===== src/rtl/starsoc_params_pkg.sv =====
// Shared constants and types for the StarSoC video pipeline.
package starsoc_params;

  localparam int unsigned COORD_W = 10;
  localparam int unsigned H_MAX   = 800;
  localparam int unsigned V_MAX   = 525;

  typedef logic [11:0] rgb12_t;

  localparam rgb12_t COL_BG     = 12'h000;
  localparam rgb12_t COL_STAR   = 12'h888;
  localparam rgb12_t COL_PLAYER = 12'hFFF;
  localparam rgb12_t COL_ENEMY  = 12'hF00;
  localparam rgb12_t COL_BULLET = 12'hFF0;

  localparam logic [COORD_W-1:0] PLY_X_RST   = 10'd312;
  localparam logic [COORD_W-1:0] PLY_Y_RST   = 10'd440;
  localparam logic [COORD_W-1:0] ENEMY_Y_RST = 10'd32;

endpackage


===== src/rtl/starsoc_rect_hit.sv =====
// Axis-aligned rectangle hit test; 11-bit bounds so x+W never wraps.
module starsoc_rect_hit
  import starsoc_params::*;
#(
  parameter int unsigned W = 16,
  parameter int unsigned H = 16
) (
  input  logic [COORD_W-1:0] px,
  input  logic [COORD_W-1:0] py,
  input  logic [COORD_W-1:0] x,
  input  logic [COORD_W-1:0] y,
  input  logic               en,
  output logic               hit
);

  logic [COORD_W:0] x_end;
  logic [COORD_W:0] y_end;

  assign x_end = {1'b0, x} + (COORD_W+1)'(W);
  assign y_end = {1'b0, y} + (COORD_W+1)'(H);

  assign hit = en
             & (px >= x) & ({1'b0, px} < x_end)
             & (py >= y) & ({1'b0, py} < y_end);

endmodule


===== src/rtl/starsoc_pixel_gen.sv =====
// StarSoC scene renderer: frame-latched game state, 2-stage hit/colour pipeline.
module starsoc_pixel_gen
  import starsoc_params::*;
#(
  parameter int unsigned SPR_W       = 16,
  parameter int unsigned SPR_H       = 16,
  parameter int unsigned N_ENEMY     = 8,
  parameter int unsigned ENEMY_X0    = 64,
  parameter int unsigned ENEMY_PITCH = 64,
  parameter int unsigned BUL_W       = 2,
  parameter int unsigned BUL_H       = 8,
  parameter int unsigned STAR_SPEED  = 1
) (
  input  logic               clk_100mhz,
  input  logic               reset,
  input  logic [COORD_W-1:0] pixel_x,
  input  logic [COORD_W-1:0] pixel_y,
  input  logic               hsync_in,
  input  logic               vsync_in,
  input  logic               video_on,
  input  logic [COORD_W-1:0] player_x,
  input  logic [COORD_W-1:0] player_y,
  input  logic [COORD_W-1:0] enemy_y,
  input  logic [N_ENEMY-1:0] enemy_alive,
  input  logic [COORD_W-1:0] bullet_x,
  input  logic [COORD_W-1:0] bullet_y,
  input  logic               bullet_active,
  output rgb12_t             rgb,
  output logic               hsync_out,
  output logic               vsync_out,
  output logic               de_out,
  output logic [7:0]         frame_cnt
);

  logic                vsync_d;
  logic                frame_start;
  logic [COORD_W-1:0]  scroll;
  logic [COORD_W-1:0]  act_px, act_py, act_ey, act_bx, act_by;
  logic [N_ENEMY-1:0]  act_alive;
  logic                act_ba;

  assign frame_start = vsync_in & ~vsync_d;

  // Game snapshot and frame counters update once per frame
  always_ff @(posedge clk_100mhz or posedge reset) begin
    if (reset) begin
      vsync_d   <= 1'b0;
      frame_cnt <= '0;
      scroll    <= '0;
      act_px    <= PLY_X_RST;
      act_py    <= PLY_Y_RST;
      act_ey    <= ENEMY_Y_RST;
      act_alive <= '0;
      act_ba    <= 1'b0;
      act_bx    <= '0;
      act_by    <= '0;
    end else begin
      vsync_d <= vsync_in;
      if (frame_start) begin
        frame_cnt <= frame_cnt + 8'd1;
        scroll    <= scroll + COORD_W'(STAR_SPEED);
        act_px    <= player_x;
        act_py    <= player_y;
        act_ey    <= enemy_y;
        act_alive <= enemy_alive;
        act_ba    <= bullet_active;
        act_bx    <= bullet_x;
        act_by    <= bullet_y;
      end
    end
  end

  logic               ply_hit_c, bul_hit_c, enemy_hit_c, star_hit_c;
  logic [N_ENEMY-1:0] enemy_hits_c;
  logic [5:0]         sy_lo_c;

  starsoc_rect_hit #(.W(SPR_W), .H(SPR_H)) u_player (
    .px(pixel_x), .py(pixel_y), .x(act_px), .y(act_py), .en(1'b1), .hit(ply_hit_c)
  );

  starsoc_rect_hit #(.W(BUL_W), .H(BUL_H)) u_bullet (
    .px(pixel_x), .py(pixel_y), .x(act_bx), .y(act_by), .en(act_ba), .hit(bul_hit_c)
  );

  for (genvar i = 0; i < int'(N_ENEMY); i++) begin : g_enemy
    localparam logic [COORD_W-1:0] EX = COORD_W'(ENEMY_X0 + i * ENEMY_PITCH);
    starsoc_rect_hit #(.W(SPR_W), .H(SPR_H)) u_enemy (
      .px(pixel_x), .py(pixel_y), .x(EX), .y(act_ey), .en(act_alive[i]),
      .hit(enemy_hits_c[i])
    );
  end

  assign enemy_hit_c = |enemy_hits_c;

  // Only the low 6 bits of the scrolled row feed the star pattern
  assign sy_lo_c    = pixel_y[5:0] + scroll[5:0];
  assign star_hit_c = (pixel_x[2:0] == 3'd0) && (sy_lo_c[2:0] == 3'd0)
                   && ((pixel_x[5:3] ^ sy_lo_c[5:3]) == 3'b101);

  logic bul_hit, ply_hit, enemy_hit, star_hit, de_s1, hs_s1, vs_s1;

  always_ff @(posedge clk_100mhz or posedge reset) begin
    if (reset) begin
      bul_hit   <= 1'b0;
      ply_hit   <= 1'b0;
      enemy_hit <= 1'b0;
      star_hit  <= 1'b0;
      de_s1     <= 1'b0;
      hs_s1     <= 1'b0;
      vs_s1     <= 1'b0;
    end else begin
      bul_hit   <= bul_hit_c;
      ply_hit   <= ply_hit_c;
      enemy_hit <= enemy_hit_c;
      star_hit  <= star_hit_c;
      de_s1     <= video_on;
      hs_s1     <= hsync_in;
      vs_s1     <= vsync_in;
    end
  end

  rgb12_t colour_c;

  always_comb begin
    colour_c = COL_BG;
    if (!de_s1)        colour_c = COL_BG;
    else if (bul_hit)  colour_c = COL_BULLET;
    else if (ply_hit)  colour_c = COL_PLAYER;
    else if (enemy_hit) colour_c = COL_ENEMY;
    else if (star_hit) colour_c = COL_STAR;
  end

  always_ff @(posedge clk_100mhz or posedge reset) begin
    if (reset) begin
      rgb       <= COL_BG;
      hsync_out <= 1'b0;
      vsync_out <= 1'b0;
      de_out    <= 1'b0;
    end else begin
      rgb       <= colour_c;
      hsync_out <= hs_s1;
      vsync_out <= vs_s1;
      de_out    <= de_s1;
    end
  end

endmodule


===== config.mk =====
export PLATFORM = sky130hd
export DESIGN_NAME = starsoc_pixel_gen
export DESIGN_NICKNAME = d
export VERILOG_FILES = /design/src/rtl/starsoc_params_pkg.sv /design/src/rtl/starsoc_rect_hit.sv /design/src/rtl/starsoc_pixel_gen.sv
export SDC_FILE = /design/constraint.sdc
export NUM_CORES = 1
export LEC_CHECK = 0
export CAP_MARGIN = 20
export CORE_ASPECT_RATIO = 1.4
export CORE_MARGIN = 3
export CORE_UTILIZATION = 55
export CTS_CLUSTER_SIZE = 14
export DETAILED_ROUTE_END_ITERATION = 10
export PLACE_DENSITY = 0.88
export REMOVE_ABC_BUFFERS = 1
export SYNTH_ARGS = -nofsm -noshare
export SYNTH_HDL_FRONTEND = slang
export SYNTH_SLANG_ARGS = --single-unit

===== constraint.sdc =====
create_clock -name clk_100mhz -period 7.6 [get_ports clk_100mhz]
set_input_delay 1.9 -clock clk_100mhz [delete_from_list [all_inputs] [get_ports clk_100mhz]]
set_output_delay 1.9 -clock clk_100mhz [all_outputs]
set_load 0.1 [all_outputs]

==> impl_metrics.env, run 1 <==
export IMPL_status="completed"
export IMPL_hp_class="flop to flop"
export IMPL_vias_per_cell=5.65
export IMPL_synth_seq_area_share_pct=37.6
export IMPL_crit_family="buffers and inverters"
export IMPL_cp_required_ns=5.70
export IMPL_syn_area_um2=5960
export IMPL_synthCells=611
export IMPL_synth_top_area_cell="dfrtp_1"
export IMPL_rsz0062_at_grt="false"
export IMPL_synth_ff_type="dfrtp_1"
export IMPL_route_vias_total=4821
export IMPL_synth_common_cells="96 x ha_1, 79 x dfrtp_1, 68 x o21ai_0"
export IMPL_synth_edf_count=0
export IMPL_core_um2=10500
export IMPL_grt_pass1_wl_um=23300
export IMPL_clk_pin_slew_worst_paths_ns=0.06
export IMPL_clockRootBuffer="clkbuf_16"
export IMPL_gp_congestion=0.879
export IMPL_postCtsResizedCells=0
export IMPL_max_stage_delay_ns=1.17
export IMPL_drive_gt1_share_pct=7.54
export IMPL_drc=0
export IMPL_maxCapViolCount=0
export IMPL_fillers=766
export IMPL_min_period_over_period_pct=50.4
export IMPL_fmax_ghz=0.261
export IMPL_cts_buffer_depth=2
export IMPL_hold_depth=0
export IMPL_overflow=0
export IMPL_cts_sinks=89
export IMPL_worst_setup_path_end_kind="output port"
export IMPL_ir_worst_vdd_v=0.000372
export IMPL_yosys_cell_types_count=59
export IMPL_synth_top_area_share_pct=33.2
export IMPL_tritoncts="yes"
export IMPL_grt_max_degree=116
export IMPL_setup_tns_final_ns=0
export IMPL_yosys_warnings=0
export IMPL_r2r_end="bul_hit$_DFF_PP0_"
export IMPL_worst_path_buf_inv=1
export IMPL_finalSetupViolCount=0
export IMPL_clk_insertion_delay_late_ns=0.34
export IMPL_slowest_stage="clkdlybuf4s50_1"
export IMPL_cts_buffers=9
export IMPL_r2r_start="act_by[3]$_DFFE_PP0P_"
export IMPL_async_reset_ff_share_pct=100
export IMPL_power_density_nw_per_um2=244
export IMPL_p_leak_nw=3.35
export IMPL_slew_headroom_pct=33.8
export IMPL_final_nets=892
export IMPL_finalClockSkew_ns=0.00631
export IMPL_start_util_pct=56.9
export IMPL_whs_ns=0.354
export IMPL_synth_ff_latch_count=89
export IMPL_first_iter_violations=228
export IMPL_synth_avg_cell_area_um2=9.75
export IMPL_final_hold_violation_count=0
export IMPL_worstPathCellList="clkdlybuf4s50_1"
export IMPL_io_buffers=106
export IMPL_cp_max_fo=4
export IMPL_synthTopCellsByArea="dfrtp_1 33%, ha_1 20%, o21ai_0 5.7%"
export IMPL_antenna_found_initial=0
export IMPL_wirelength_um=14000
export IMPL_worst_pin_slew_ns=0.991
export IMPL_min_from="hs_s1$_DFF_PP0_"
export IMPL_wl_per_cell_um=16.4
export IMPL_cts_setup_buffers=0
export IMPL_drtAntennaViolNets=0
export IMPL_grt_usage_pct=24.3
export IMPL_diodes=0
export IMPL_io_pins=107
export IMPL_die_h_um=129
export IMPL_die_area_um2=12100
export IMPL_dp_final_hpwl_um=10500
export IMPL_cp_start_kind="flop"
export IMPL_die_x_um=93.9
export IMPL_critical_path_class="flop to output port"
export IMPL_yosysMostFrequentCell="ha_1"
export IMPL_report_final_slew_viol_count=0
export IMPL_postCtsHoldBufs=0
export IMPL_fin_crit_ns=3.83
export IMPL_startpoint="frame_cnt[5]$_DFFE_PP0P_"
export IMPL_grt_pass1_vias=5184
export IMPL_area_growth_syn_to_layout_pct=25.6
export IMPL_worstRegToRegCells=9
export IMPL_r2r_setup_slack_ns=5.25
export IMPL_rows=44
export IMPL_whs_endpoint="hsync_out$_DFF_PP0_"
export IMPL_firstDrtPassIters=4
export IMPL_cp_arrival_ns=1.93
export IMPL_cts_htree_levels=3
routing by layer:
layer  vias up  GRT usage (%)  routed length [um]
met5         -              0                   0
met4         0           11.3                 442
met3        32           4.47                 560
met2       125           45.3                7400
met1      2298           26.4                5570
li1       2366              -                   -
worst max-delay path by stage:
| stage | endpoint | depth (start not counted) | slack, ns |
|---|---|---|---|
| 2_1_floorplan | frame_cnt[7]$_DFFE_PP0P_ | 5 | 1.04 |
| 3_3_place_gp | ply_hit$_DFF_PP0_ | 8 | 3.66 |
| 3_5_place_dp | bul_hit$_DFF_PP0_ | 8 | 3.56 |
| 4_1_cts | frame_cnt[5] | 1 | 3.75 |
| 5_1_grt | ply_hit$_DFF_PP0_ | 8 | 3.69 |
| 6_report | frame_cnt[5] | 1 | 3.77 |
cell type report:
class / instances / area, um2 / area share (%)
multi-input cells: 443 / 3400 / 45.4
clock buffers: 10 / 239 / 3.20
repair buffers: 108 / 1090 / 14.6
inverters: 60 / 226 / 3.03
clock inverters: 6 / 114 / 1.52
well taps: 138 / 173 / 2.31
flip-flops and latches: 89 / 2240 / 29.9
cell usage in the layout, fill, tap and decap left out, types with 3 or more instances in the layout:
| master | n |
|---|---|
| nor3_1 | 5 |
| a21o_1 | 10 |
| nand2_1 | 62 |
| clkdlybuf4s50_1 | 106 |
| xnor2_1 | 37 |
| o2111ai_1 | 4 |
| clkbuf_16 | 9 |
| a211o_1 | 3 |
| a2111oi_0 | 3 |
| o21ai_0 | 68 |
| dfstp_2 | 10 |
| inv_1 | 57 |
| xor2_1 | 7 |
| nor4_1 | 6 |
| nor2b_1 | 4 |
| nand4_1 | 6 |
| a211oi_1 | 8 |
| mux2_2 | 15 |
| dfrtp_1 | 79 |
| a31oi_1 | 4 |
| ha_1 | 96 |
| o21ai_1 | 3 |
| nand3_1 | 20 |
| nand2b_1 | 8 |
| bufinv_16 | 3 |
| nor2_1 | 12 |
| a21oi_1 | 23 |
| o21a_1 | 3 |
state kept, by name (all words and copies together), names as in the netlist:
signal and count:
act_ba 1, act_bx 10, act_px 10, scroll 6, hsync_out 1, frame_cnt 8, ply_hit 1, de_out 1
star_hit 1, act_alive 8, de_s1 1, rgb 6, bul_hit 1, act_py 10, hs_s1 1, act_by 10
vs_s1 1, act_ey 10, enemy_hit 1, vsync_out 1
cells by family (layout without fill, tap and decap cells):
kind of cell               after synthesis  count (layout)  synth area share [%]
buffers and inverters                   79             184                  5.44
adders and majority gates               97              97                  20.5
muxes                                   16              16                  3.00
DFF                                     89              89                  37.6
and+or+nand+nor                        138             138                  11.6
AOI/OAI and AO/OA                      148             148                  15.4
xor gates and xnor gates                44              44                  6.47
per-stage QoR:
stage                     total power [W]  instance area [um2]  util (%)  setup slack [ns]  cells
after floorplan                   0.00110                 5860         -              1.04    592
after global placement            0.00128                 7130      68.1              3.66    838
after detailed placement          0.00131                 7130      68.1              3.56    838
after CTS                         0.00184                 7480      71.5              3.75    854
after global routing              0.00193                 7480      71.5              3.69    854
final                             0.00182                 7480      71.5              3.77    854
where the power goes:
| part | leakage [nW] | total, W | internal [W] | switching (W) |
|---|---|---|---|---|
| Clock | 0.171 | 0.000519 | 0.000332 | 0.000188 |
| Sequential | 1.08 | 0.000624 | 0.000555 | 0.0000688 |
| Combinational | 2.10 | 0.000680 | 0.000268 | 0.000413 |
| Total | 3.35 | 0.00182 | 0.00115 | 0.000669 |
Note: power is estimated with default switching activity, not from simulation.
==> run 2: changes to the inputs <==
Settings changed: CORE_UTILIZATION 55 to 48, PLACE_DENSITY 0.88 to 0.82.
Clock period 7.6 ns to 3.4 ns, I/O delays scaled along.
==> run 2 against run 1 <==
  * Die area is 14% higher
  * Sequential share of layout area up 0.24 points
  * Utilization is 9.6 points lower
  * Cell count grew 1.6%
  * Design area shrank 0.79%
  * Count of clock-buffer cells in the layout is 1 lower
  * Non-clock buffer count grew 5
  * Sequential cell count unchanged
  * Critical endpoint is now bul_hit$_DFF_PP0_
  * Largest cell class unchanged
  * Largest power group unchanged
==> impl_metrics.env, run 2 (same netlist as run 1, synthesis figures left out) <==
export IMPL_die_h_um=138
export IMPL_critical_path_class="primary input to flop"
export IMPL_gp_congestion=0.862
export IMPL_tritoncts="yes"
export IMPL_wirelength_um=13500
export IMPL_vias_per_cell=5.48
export IMPL_cp_required_ns=3.68
export IMPL_finalSetupViolCount=0
export IMPL_worst_setup_path_end_kind="flop"
export IMPL_drc=0
export IMPL_finalClockSkew_ns=0.00840
export IMPL_io_pins=107
export IMPL_firstDrtPassIters=4
export IMPL_final_core_util_pct=61.9
export IMPL_fillers=990
export IMPL_slew_headroom_pct=65.0
export IMPL_wl_per_cell_um=15.5
export IMPL_cts_setup_buffers=0
export IMPL_diodes=0
export IMPL_route_vias_total=4759
export IMPL_setup_ws_ns=0.752
export IMPL_drive_gt1_share_pct=11.4
export IMPL_min_period_over_period_pct=77.9
export IMPL_grt_usage_pct=20.3
export IMPL_first_iter_violations=192
export IMPL_dp_final_hpwl_um=10600
export IMPL_postCtsHoldBufs=0
export IMPL_io_buffers=106
export IMPL_fmax_ghz=0.378
export IMPL_multi_input_area_um2=3400
export IMPL_status="completed"
export IMPL_dp_slack_ns=0.400
export IMPL_area_growth_syn_to_layout_pct=24.6
export IMPL_clk_insertion_delay_late_ns=0.34
export IMPL_grt_max_degree=64
export IMPL_start_util_pct=49.6
export IMPL_core_um2=12000
export IMPL_ff_latch_area_um2=2240
export IMPL_cts_sinks=89
export IMPL_cts_buffers=9
export IMPL_p_leak_nw=3.38
export IMPL_drtAntennaViolNets=0
export IMPL_cts_buffer_depth=2
export IMPL_report_final_slew_viol_count=0
export IMPL_cp_start_kind="primary input"
export IMPL_postCtsResizedCells=0
export IMPL_ir_worst_vdd_v=0.000662
export IMPL_rsz0062_at_grt="false"
export IMPL_antenna_found_initial=0
export IMPL_final_cell_mix="96 x ha_1, 83 x clkdlybuf4s50_1, 79 x dfrtp_1"
export IMPL_grt_pass1_wl_um=22700
export IMPL_cp_arrival_ns=2.93
export IMPL_fin_crit_ns=2.65
export IMPL_clk_pin_slew_worst_paths_ns=0.07
export IMPL_final_hold_violation_count=0
export IMPL_die_area_um2=13800
export IMPL_clockRootBuffer="clkbuf_16"
export IMPL_overflow=0
export IMPL_die_x_um=100
export IMPL_cts_htree_levels=3
export IMPL_cp_max_fo=7
export IMPL_maxCapViolCount=0
export IMPL_p_total_w=0.00385
export IMPL_mostFrequentLayoutCell="ha_1"
export IMPL_final_nets=897
export IMPL_rows=47
export IMPL_hp_class="flop to flop"
export IMPL_grt_pass1_vias=5125
export IMPL_power_density_nw_per_um2=519
export IMPL_worst_pin_slew_ns=0.525
## run 2: changes by cell type in the layout (fill, tap and decap cells not counted), moves of 2 or more
cell | previous run | this run
buf_4 | 1 | 28
clkdlybuf4s50_1 | 106 | 83
bufinv_16 | 3 | 0
clkinvlp_4 | 1 | 3
inv_6 | 0 | 2
## run 2: report_power, final
part | switching, W | internal, W
registers | 0.000150 | 0.00124
logic | 0.000916 | 0.000584
clock network | 0.000453 | 0.000508
total | 0.00152 | 0.00233
## run 2: layout make-up
cell class / count / area share, %
timing repair buffer: 113 / 14.6
clock buffer: 9 / 3.03
inverter: 60 / 3.05
tap: 147 / 2.48
sequential: 89 / 30.2
clock inverter: 7 / 0.877
multi-input combinational: 443 / 45.8
## run 2: critical path, cell delays in order
cell and delay (ns):
clkdlybuf4s50_1 0.72, ha_1 0.30, o21ai_0 0.15, nand2b_1 0.07
a21oi_1 0.14, a2111oi_0 0.07, nor3_1 0.41, o211a_1 0.21
## run 2: per-layer routing
metal,routed length [um],GRT usage (%),up-vias
met1,5640,24.3,2273
met2,7090,36.5,98
met5,0,0,-
met3,450,2.63,25
li1,-,-,2363
met4,312,8.09,0
## run 2: through the flow
step           instance area (um2)  hold WS [ns]  setup TNS (ns)  instances
2_1_floorplan                 5860         0.331         -109.25        592
3_3_place_gp                  7130         0.340               0        852
3_5_place_dp                  7130         0.338               0        852
4_1_cts                       7420         0.354               0        868
5_1_grt                       7420         0.360               0        868
6_report                      7420         0.351               0        868
## run 2: path summary, 6_finish.rpt
kind,start,depth (start not counted),slack [ns],to
setup / recovery,pixel_y[5],8,0.75,bul_hit$_DFF_PP0_
hold / removal,hs_s1$_DFF_PP0_,0,0.35,hsync_out$_DFF_PP0_
setup reg to reg,act_py[4]$_DFFE_PP1P_,8,1.07,ply_hit$_DFF_PP0_
hold reg to reg,hs_s1$_DFF_PP0_,0,0.35,hsync_out$_DFF_PP0_
max in group asynchronous,reset,3,1.81,act_py[8]$_DFFE_PP1P_
min in group asynchronous,reset,2,0.85,vs_s1$_DFF_PP0_
